===== src/rtl/serial_add_pkg.sv =====
// Shared types and constants for the serial add sequencer: state encoding,
// default operand width and bit-counter width.
package serial_add_pkg;

    localparam int DEFAULT_N = 4;
    localparam int CNT_W     = $clog2(DEFAULT_N);

    typedef enum logic [1:0] {
        S_IDLE = 2'd0,
        S_LOAD = 2'd1,
        S_ADD  = 2'd2,
        S_DONE = 2'd3
    } seq_state_t;

    // Counter width for an arbitrary operand width; never narrower than 1 bit.
    function automatic int cnt_width(input int n);
        return (n < 2) ? 1 : $clog2(n);
    endfunction

endpackage


===== src/rtl/piso_operand_reg.sv =====
// N-bit parallel-load, shift-right register; bit 0 is the serial output,
// so operands leave LSB first.
module piso_operand_reg #(
    parameter int N = 4
) (
    input  logic         clk_i,
    input  logic         rst_ni,
    input  logic         load_i,
    input  logic         shift_i,
    input  logic [N-1:0] par_i,
    output logic         ser_o
);

    logic [N-1:0] data_q;

    always_ff @(posedge clk_i or negedge rst_ni) begin
        if (!rst_ni) begin
            data_q <= '0;
        end else if (load_i) begin
            data_q <= par_i;
        end else if (shift_i) begin
            data_q <= {1'b0, data_q[N-1:1]};
        end
    end

    assign ser_o = data_q[0];

endmodule


===== src/rtl/serial_add_sequencer.sv =====
// Sequencer for a downstream serial adder: streams two captured operands out
// LSB first (LOAD), then runs N add shifts (ADD). Optional sum capture: SEQ_SUM_CAPTURE_EN.
module serial_add_sequencer
    import serial_add_pkg::*;
#(
    parameter int N = DEFAULT_N
) (
    input  logic         clock,
    input  logic         reset,
    input  logic         start,
    input  logic [N-1:0] op_a,
    input  logic [N-1:0] op_b,
    input  logic         sum_in,
    output logic         shift_cont,
    output logic         ser_a,
    output logic         ser_b,
    output logic         add_sel,
    output logic         busy,
    output logic         done,
    output logic [N-1:0] sum_out,
    output logic [1:0]   dbg_state_o
);

    localparam int            CW       = cnt_width(N);
    localparam logic [CW-1:0] CNT_LAST = CW'(N - 1);

    seq_state_t    state_q;
    logic [CW-1:0] cnt_q;
    logic          shift_cont_q;
    logic          add_sel_q;
    logic          busy_q;
    logic          done_q;
    logic          load_q;
    logic          accept;
    logic          a_bit;
    logic          b_bit;

    assign accept = (state_q == S_IDLE) && start;

    piso_operand_reg #(.N(N)) u_reg_a (
        .clk_i   (clock),
        .rst_ni  (reset),
        .load_i  (accept),
        .shift_i (state_q == S_LOAD),
        .par_i   (op_a),
        .ser_o   (a_bit)
    );

    piso_operand_reg #(.N(N)) u_reg_b (
        .clk_i   (clock),
        .rst_ni  (reset),
        .load_i  (accept),
        .shift_i (state_q == S_LOAD),
        .par_i   (op_b),
        .ser_o   (b_bit)
    );

    always_ff @(posedge clock or negedge reset) begin
        if (!reset) begin
            state_q      <= S_IDLE;
            cnt_q        <= '0;
            shift_cont_q <= 1'b0;
            add_sel_q    <= 1'b0;
            busy_q       <= 1'b0;
            done_q       <= 1'b0;
            load_q       <= 1'b0;
        end else begin
            done_q <= 1'b0;
            case (state_q)
                S_IDLE: begin
                    if (start) begin
                        state_q      <= S_LOAD;
                        cnt_q        <= '0;
                        shift_cont_q <= 1'b1;
                        add_sel_q    <= 1'b0;
                        busy_q       <= 1'b1;
                        load_q       <= 1'b1;
                    end
                end
                S_LOAD: begin
                    if (cnt_q == CNT_LAST) begin
                        state_q   <= S_ADD;
                        cnt_q     <= '0;
                        add_sel_q <= 1'b1;
                        load_q    <= 1'b0;
                    end else begin
                        cnt_q <= cnt_q + 1'b1;
                    end
                end
                S_ADD: begin
                    if (cnt_q == CNT_LAST) begin
                        state_q      <= S_DONE;
                        cnt_q        <= '0;
                        shift_cont_q <= 1'b0;
                        add_sel_q    <= 1'b0;
                        busy_q       <= 1'b0;
                        done_q       <= 1'b1;
                    end else begin
                        cnt_q <= cnt_q + 1'b1;
                    end
                end
                S_DONE: begin
                    state_q <= S_IDLE;
                end
                default: begin
                    state_q <= S_IDLE;
                end
            endcase
        end
    end

    // Serial bits are only driven while streaming; the registers drain to 0 afterwards anyway.
    assign ser_a       = load_q & a_bit;
    assign ser_b       = load_q & b_bit;
    assign shift_cont  = shift_cont_q;
    assign add_sel     = add_sel_q;
    assign busy        = busy_q;
    assign done        = done_q;
    assign dbg_state_o = state_q;

`ifdef SEQ_SUM_CAPTURE_EN
    logic [N-1:0] sum_q;

    // Shift in at the MSB so the first returned sum bit ends up in bit 0.
    always_ff @(posedge clock or negedge reset) begin
        if (!reset) begin
            sum_q <= '0;
        end else if (accept) begin
            sum_q <= '0;
        end else if (state_q == S_ADD) begin
            sum_q <= {sum_in, sum_q[N-1:1]};
        end
    end

    assign sum_out = sum_q;
`else
    logic unused_sum_in;
    assign unused_sum_in = sum_in;
    assign sum_out       = '0;
`endif

endmodule


===== config.mk =====
export PLATFORM = sky130hd
export DESIGN_NAME = serial_add_sequencer
export DESIGN_NICKNAME = d
export VERILOG_FILES = /design/src/rtl/serial_add_pkg.sv /design/src/rtl/piso_operand_reg.sv /design/src/rtl/serial_add_sequencer.sv
export SDC_FILE = /design/constraint.sdc
export NUM_CORES = 1
export LEC_CHECK = 0
export CAP_MARGIN = 20
export CORE_MARGIN = 4
export CORE_UTILIZATION = 60
export CTS_BUF_LIST = sky130_fd_sc_hd__clkbuf_4 sky130_fd_sc_hd__clkbuf_8
export CTS_CLUSTER_DIAMETER = 80
export DETAILED_ROUTE_END_ITERATION = 8
export DONT_BUFFER_PORTS = 1
export GPL_TIMING_DRIVEN = 0
export PLACE_DENSITY = 0.76
export SLEW_MARGIN = 20
export SYNTH_ARGS = -nofsm -noshare
export SYNTH_HDL_FRONTEND = slang
export SYNTH_SLANG_ARGS = --single-unit

===== constraint.sdc =====
create_clock -name clock -period 3.6 [get_ports clock]
set_clock_uncertainty 0.15 [all_clocks]
set_input_delay 0.72 -clock clock [delete_from_list [all_inputs] [get_ports clock]]
set_output_delay 0.72 -clock clock [all_outputs]
set_load 0.01 [all_outputs]

# Word level (Yosys, flattened, before mapping)
# Cells that the tools add are included.
# totals
regBits	16
latch_bits	0
mem_bits_rw	0
mem_bits_ro	0
output_inout_bits	12
elab_cells	51
n_memories	0
# classes
add_sub_neg	1
multipliers	0
div_mod_pow	0
order_cmp	0
n_eq_ne	7
n_shift	0
n_mux	20
n_bitwise	2
reduce_logical	13
# ops
operator	count
4-bit 2-to-1 mux	4
2-bit 2-to-1 mux	5
3-bit AND reduction	3
2-bit one-hot mux with 4 select lines	1
2-bit nonzero test	4
2-bit equality test, second input constant	3
1-bit 2-to-1 mux	6
2-bit inequality test, second input constant	3
1-bit one-hot mux with 2 select lines	2
2-bit one-hot mux with 2 select lines	1
4-bit AND reduction	1
1-bit one-hot mux with 3 select lines	1
3-bit nonzero test	1
2-bit by 1-bit adder with 2-bit output, second input constant	1
1-bit AND	2
2-bit by 1-bit equality test with 1-bit output, second input constant	1
2-bit zero test	1
2-bit AND reduction	1
2-bit OR reduction	1
1-bit logical AND	1

# Logic depth before layout (Yosys ltp)
# Gate-level depths: netlist (run 1).
# depth
word_depth	4
mapped_depth	7
depth_no_buf	5

# Cells and area by module
# A second synthesis (run 1) with hierarchy kept.
# hier_totals
cells_unflattened	83
hier_area_um2	888.4
# modules_own_cells
mod	instances	cells_each	area_each_um2
serial_add_sequencer	1	51	545.5
piso_operand_reg	2	16	171.4

# Least setup slack after synthesis (run 1)
# No wires, ideal clock.
# synth_timing
path_kind	register -> register
start	register state_q[0] (netlist: dbg_state_o[0])
end	register u_reg_a.data_q[0]
setup_time_ns	0.126
arrival_time_ns	1.378
setup_slack_ns	1.946
stages_incl_launch_ff	8
n_path_buf	2
cell_sequence	dfrtp_1 > inv_1 > ha_1 > and2_0 > buf_4 > buf_6 > nand2_1 > o21ai_0
# synth_between
elab_chain_len	3
# synth_lines
element	line_no	source
from (decl)	serial_add_sequencer.sv:27	seq_state_t state_q;
from (signal assigned)	serial_add_sequencer.sv:60	state_q <= S_IDLE;
from (signal assigned)	serial_add_sequencer.sv:72	state_q <= S_LOAD;
from (signal assigned)	serial_add_sequencer.sv:82	state_q <= S_ADD;
2-bit zero test	serial_add_sequencer.sv:38	assign accept = (state_q == S_IDLE) && start;
1-bit logical AND	serial_add_sequencer.sv:38	
4-bit 2-to-1 mux or 2-bit nonzero test (tied branches)	-	
to (signal assigned)	piso_operand_reg.sv:20	data_q <= par_i;
to (signal assigned)	piso_operand_reg.sv:22	data_q <= {1'b0, data_q[N-1:1]};
to (decl)	piso_operand_reg.sv:14	logic [N-1:0] data_q;
# Several ways; a longest one is shown, not always the timed one.
# A chain may end at the register's enable or synchronous reset.

# Worst setup path after layout (run 1)
# layout_timing
start	register state_q[0] (netlist: dbg_state_o[0])
end	register u_reg_a.data_q[2]
# Same word-level chain as after synthesis.

==> out/results.txt, run 1 <==
Largest net degree at the start of global routing -> 17
DR iter-0 viols -> 4
Status -> completed
P per Cell Area -> 861.0 mW/mm²
Main combinational cell family by area after synthesis -> multiplexers
Nets@finish -> 119
Worst slew pin tran -> 723.4 ps
Vias in the first global route -> 617
Cell depth of the worst hold path -> 1
Die footprint -> 0.002253 mm²
Area of the multi-input gates -> 457.9 µm²
CTS tree -> done
Initial antenna violation count -> 0
Via count -> 624
Flops & latches, synth -> 16
Pint -> 524.6 µW
Critical R2R Capture -> u_reg_a.data_q[2]
Switching pwr -> 345.9 µW
Setup violators final -> 0
Post_cts resized -> 0
CTS sink count -> 16
RSZ-0062 raised after global routing -> no
Flop pwr share -> 38.4%
Final worst setup slack -> 1744 ps
Clk pwr share -> 13.2%
Area share of fa/ha/maj cells after synthesis -> 12.05%
Area Growth Syn to Fin -> 8.166%
Row count -> 13
Fmax -> 538.9 MHz
Lkg Pwr -> 0.5138 nW
Critical-path maximum fanout -> 10
Setup TNS -> 0 ps
Setup WS pre-CTS -> 1761 ps
Required time worst endpoint -> 3610 ps
Hold path startpoint -> cnt_q[1]
Die width -> 47.47 µm
Initial Utilization -> 67.60%
# DRC -> 0
Area of the mapped netlist -> 934.6 µm²
IO Count -> 24
R2r worst-path depth -> 7
HPWL after detailed placement -> 1.212 mm
Total grt overflow -> 0
R2R Path Start -> dbg_state_o[0]
Class of the worst hold path -> reg -> reg
Simple-gate share of the synthesized area -> 11.51%
Final Critical Period -> 1856 ps
Core box area -> 0.001383 mm²
Switching share of total power -> 39.74%
Final ANT Viol Nets -> 0
Worst EP arrival -> 1870 ps
Total Routing Usage GR -> 16.86%
Synth warnings -> 0
Final Hold Viols -> 0
Ratio of cells with drive above 1 in the final layout -> 16.49%
Routed WL -> 1.575 mm
# fillers -> 100
Placed Cells -> 107
Reg-to-reg slack, setup -> 1740 ps
H-tree depth -> 1
Most common cell after layout, fill and taps aside -> dfrtp_1
Final RePlAce weighted congestion -> 0.7455
CP Class -> reg -> reg
Worst-skew pair later-pin latency -> 280 ps
Startpoint Class -> flop
Worst Hold Path EP -> cnt_q[1]
Worst VDD drop -> 0.5615 mV
Mapped Cells -> 89
Combinational share of power -> 48.3%
Reg area -> 400.4 µm²
Compound-Gate Fraction of Synth Area -> 11.51%
Final period utilization -> 51.54%
CTS max path bufs -> 2
Clock Tree Root -> clkbuf_4
First-pass GRT wire length -> 2.622 mm
Mapped Avg Cell Area -> 10.50 µm²
Power Total -> 870.5 µW
Post-Layout Cell Count -> 112
Clk slew on worst S/H paths -> 90 ps
PortBufs -> 0
Worst setup EP type -> flop
Xor/xnor cell area share of the yosys netlist -> 0%
Distinct cells, synth -> 24
Die H -> 47.47 µm
Slew Viols, Final -> 0
Ant. Diodes -> 0
Max-Cap Viols -> 0
DR pass1 iterations -> 4
Max_slew headroom -> 51.61%
Num CTS Buffers -> 3
Most frequent cells in the layout -> 16 x dfrtp_1, 11 x nand2_1, 10 x mux2i_1
WL/cell -> 14.06 µm
Vias/cell -> 5.571
Seq/Total Area, Yosys -> 42.84%
Post-synthesis mux area share -> 12.32%
==> layer usage <==
metal / vias to the layer above / GRT usage (%) / wire length [µm]
li1: 306 / - / -
met1: 297 / 21.13 / 716
met2: 19 / 28.07 / 762
met3: 2 / 3.759 / 86
met4: 0 / 6.630 / 10
met5: - / 0 / 0
==> worst max path at each step <==
stage,to,slack (ps),cells past startpoint,from
finish,u_reg_a.data_q[2],1740,7,dbg_state_o[0]
global route,u_reg_b.data_q[0],1660,7,dbg_state_o[0]
CTS,u_reg_b.data_q[0],1750,7,dbg_state_o[0]
detailed placement,u_reg_a.data_q[1],1760,7,dbg_state_o[0]
global placement,u_reg_a.data_q[2],1800,7,dbg_state_o[0]
floorplan,u_reg_a.data_q[0],1950,7,dbg_state_o[0]
==> metrics by stage <==
step / hold slack (ps) / utilization [%] / cell area (µm²)
finish: 388.7 / 73.12 / 1011
global route: 395.9 / 73.12 / 1011
CTS: 391.3 / 73.12 / 1011
detailed placement: 274.8 / 69.77 / 964.7
global placement: 274.8 / 69.77 / 964.7
floorplan: 274.4 / - / 945.9
==> power by group through the flow <==
stage               clock network [mW]  logic [mW]  registers (mW)
finish                           0.115       0.421           0.335
global route                     0.129       0.481           0.347
CTS                              0.120       0.425           0.335
detailed placement                   0       0.420           0.338
global placement                     0       0.403           0.334
floorplan                            0       0.359           0.320
==> cell type report <==
cell class,instances,share of cell area (%)
clock buffers,4,3.589
flip-flops and latches,16,39.60
well taps,15,1.856
repair buffers,1,0.9901
multi-input cells,61,45.30
plain buffers,8,6.064
inverters,7,2.599
==> cell usage after synthesis <==
cell,n,area (µm²)
nor2_1,2,7.510
o21ai_2,1,8.760
inv_1,7,26.28
o211ai_2,1,12.51
ha_1,9,112.6
o21ai_0,8,40.04
mux2i_1,10,100.1
mux2_4,1,15.01
and2_1,3,18.77
o21ai_1,1,5.000
a22o_1,2,17.52
nor3b_1,1,7.510
conb_1,1,3.750
nand2_1,11,41.29
a21oi_1,1,5.000
buf_4,6,45.04
dfrtp_1,16,400.4
buf_2,1,5.000
nand2b_1,2,12.51
a32o_1,1,10.01
buf_6,1,11.26
nand2b_4,1,13.76
o221ai_1,1,8.760
and2_0,1,6.260
==> kinds of logic after synthesis <==
kind of cell | count (synthesis)
muxes | 11
and+or+nand+nor | 21
adders and majority gates | 9
DFF | 16
AOI/OAI and AO/OA | 16
other | 1
buffers and inverters | 15
==> state kept, by name, summed over array words and instances, names as in the netlist <==
name	count
u_reg_a.data_q	4
u_reg_b.data_q	4
cnt_q	2
dbg_state_o	2
add_sel	1
busy	1
done	1
load_q	1
==> critical path, stage by stage (launching register included) <==
cell	delay (ps)
dfrtp_1	480
inv_1	160
ha_1	340
and2_0	190
buf_4	150
buf_6	140
nand2_1	50
o21ai_0	80
==> what timing repair did <==
| item | 4_1_cts | 5_1_grt |
|---|---|---|
| setup buffers | 0 | 0 |
| hold buffers | 1 | 0 |
| hold endpoints to repair | 16 | 0 |
No activity file was read; power rests on OpenSTA's default activity.
==> inputs of run 2 (changes only) <==
Settings changed: CORE_UTILIZATION 60 to 58.
Clock period 3.6 ns to 1.55 ns, I/O delays scaled along.
==> run 2 against run 1 <==
Compared with the run above:
- cell count grew 17%
- the flow now finishes with violations (negative setup slack)
- hold slack lost 360 ps
- count of clock-buffer cells in the layout is the same
- sequential power grew to 2.5 times the previous value
- clock power grew 120%
- non-clock buffer count grew 18
- critical path depth shrank 2
- register-to-register slack lost 1800 ps
- die area grew 2.8%
==> out/results.txt, run 2 (synthesized netlist as in run 1, its figures left out) <==
Final period utilization -> 102.5%
Startpoint Class -> flop
Initial Utilization -> 62.04%
Top flop regs -> u_reg_a.data_q: 4 flops, u_reg_b.data_q: 4 flops
Slew Viols, Final -> 0
Final worst setup slack -> -38.43 ps
Max_slew headroom -> 51.53%
Setup violators final -> 2
Total Routing Usage GR -> 20.03%
RSZ-0062 raised after global routing -> yes
Max-Cap Viols -> 0
Most common cell after layout, fill and taps aside -> buf_4
Vias in the first global route -> 657
Core box area -> 0.001506 mm²
P per Cell Area -> 2138 mW/mm²
Worst slew pin tran -> 724.7 ps
Final ANT Viol Nets -> 0
Ratio of cells with drive above 1 in the final layout -> 37.39%
Fmax -> 629.6 MHz
First-pass GRT wire length -> 3.180 mm
IO Count -> 24
HPWL after detailed placement -> 1.262 mm
Worst-skew pair later-pin latency -> 280 ps
Vias/cell -> 5.611
Final Util -> 83.80%
DR iter-0 viols -> 18
Final Hold Viols -> 0
Final RePlAce weighted congestion -> 0.6472
Worst setup EP type -> flop
WL/cell -> 18.06 µm
DR pass1 iterations -> 4
Largest net degree at the start of global routing -> 17
Most frequent cells in the layout -> 15 x buf_4, 14 x dfrtp_1, 9 x mux2i_1, 9 x nand2_1, 9 x dlygate4sd3_1
Via count -> 735
CP Class -> reg -> reg
Initial antenna violation count -> 0
Final Critical Period -> 1588 ps
Die footprint -> 0.002317 mm²
Die width -> 48.14 µm
Power Total -> 2.699 mW
Worst VDD drop -> 1.622 mV
WHS -> 30.89 ps
Class of the worst hold path -> in -> reg
Clk slew on worst S/H paths -> 100 ps
Total grt overflow -> 0
Dpl cell area -> 969.7 µm²
Clock Tree Root -> clkbuf_4
CTS tree -> done
Status -> finished, violations left
Nets@finish -> 137
# DRC -> 0
# fillers -> 80
Required time worst endpoint -> 1570 ps
Worst EP arrival -> 1610 ps
Lkg Pwr -> 0.6053 nW
Die H -> 48.14 µm
Setup WS pre-CTS -> -160.3 ps
Routed WL -> 2.366 mm
Ant. Diodes -> 0
Critical-path maximum fanout -> 10
Area Growth Syn to Fin -> 35.07%
PortBufs -> 0
Row count -> 14
CTS sink count -> 16
Num CTS Buffers -> 3
Fin area -> 0.001262 mm²
CTS max path bufs -> 2
Violated checks -> negative setup slack
H-tree depth -> 1
## run 2: cell count changes in the layout (fill, tap and decap cells not counted), moves of 3 or more
| cell | delta |
|---|---|
| buf_4 | +9 |
| dlygate4sd3_1 | +8 |
| ha_1 | -4 |
| ha_4 | +3 |
| o21ai_0 | -8 |
| o21ai_1 | +7 |
## run 2: repair_timing
action                                  in CTS  in global routing
setup buffers                                8                  3
gates resized for setup                     22                 12
cloned                                       1                  0
pin swaps                                    5                  6
endpoints found under the setup margin      13                 15
hold buffers                                 3                  6
hold endpoints to repair                    18                  6
## run 2: worst max-delay path, cell delays in order (launching register included)
cell and delay [ps]:
dfrtp_2 500, inv_4 120, ha_4 150, buf_4 190, mux2i_1 110, a22o_1 250
## run 2: per-stage QoR
| stage | std cells | TNS [ps] |
|---|---|---|
| after detailed placement | 108 | -1707 |
| after floorplan | 92 | 0 |
| after global routing | 131 | -284.3 |
| final | 131 | -57.82 |
| after CTS | 124 | -20.99 |
| after global placement | 108 | -1019 |
## run 2: layout make-up
type                            instances  area (µm²)  area share [%]
Buffer                                  7       56.30           4.460
Tap cell                               16       20.02           1.586
Sequential cell                        16       402.9           31.91
Clock buffer                            4       30.03           2.379
Multi-Input combinational cell         61       541.8           42.91
Timing Repair Buffer                   20       180.2           14.27
Inverter                                7       31.28           2.478
## run 2: metal layers
metal	share of wire [%]	vias to the layer above	GRT usage [%]
li1	-	341	-
met2	51	28	31.25
met5	0	-	0
met1	40	356	27.69
met4	3.1	0	6.452
met3	5.6	10	4.059
## run 2: worst paths after layout
path | from | endpoint | slack, ps | cells after the start
setup / recovery | dbg_state_o[1] | load_q | -40 | 5
max in group asynchronous | reset | dbg_state_o[1] | 380 | 1
hold reg to reg | u_reg_a.data_q[3] | u_reg_a.data_q[3] | 400 | 2
setup reg to reg | dbg_state_o[1] | load_q | -40 | 5
min in group asynchronous | reset | done | 370 | 1
hold / removal | op_b[2] | u_reg_b.data_q[2] | 30 | 2
## run 2: where the power goes
part	switching, mW	internal [mW]
registers	0.231	0.611
clock network	0.131	0.117
logic	0.765	0.844
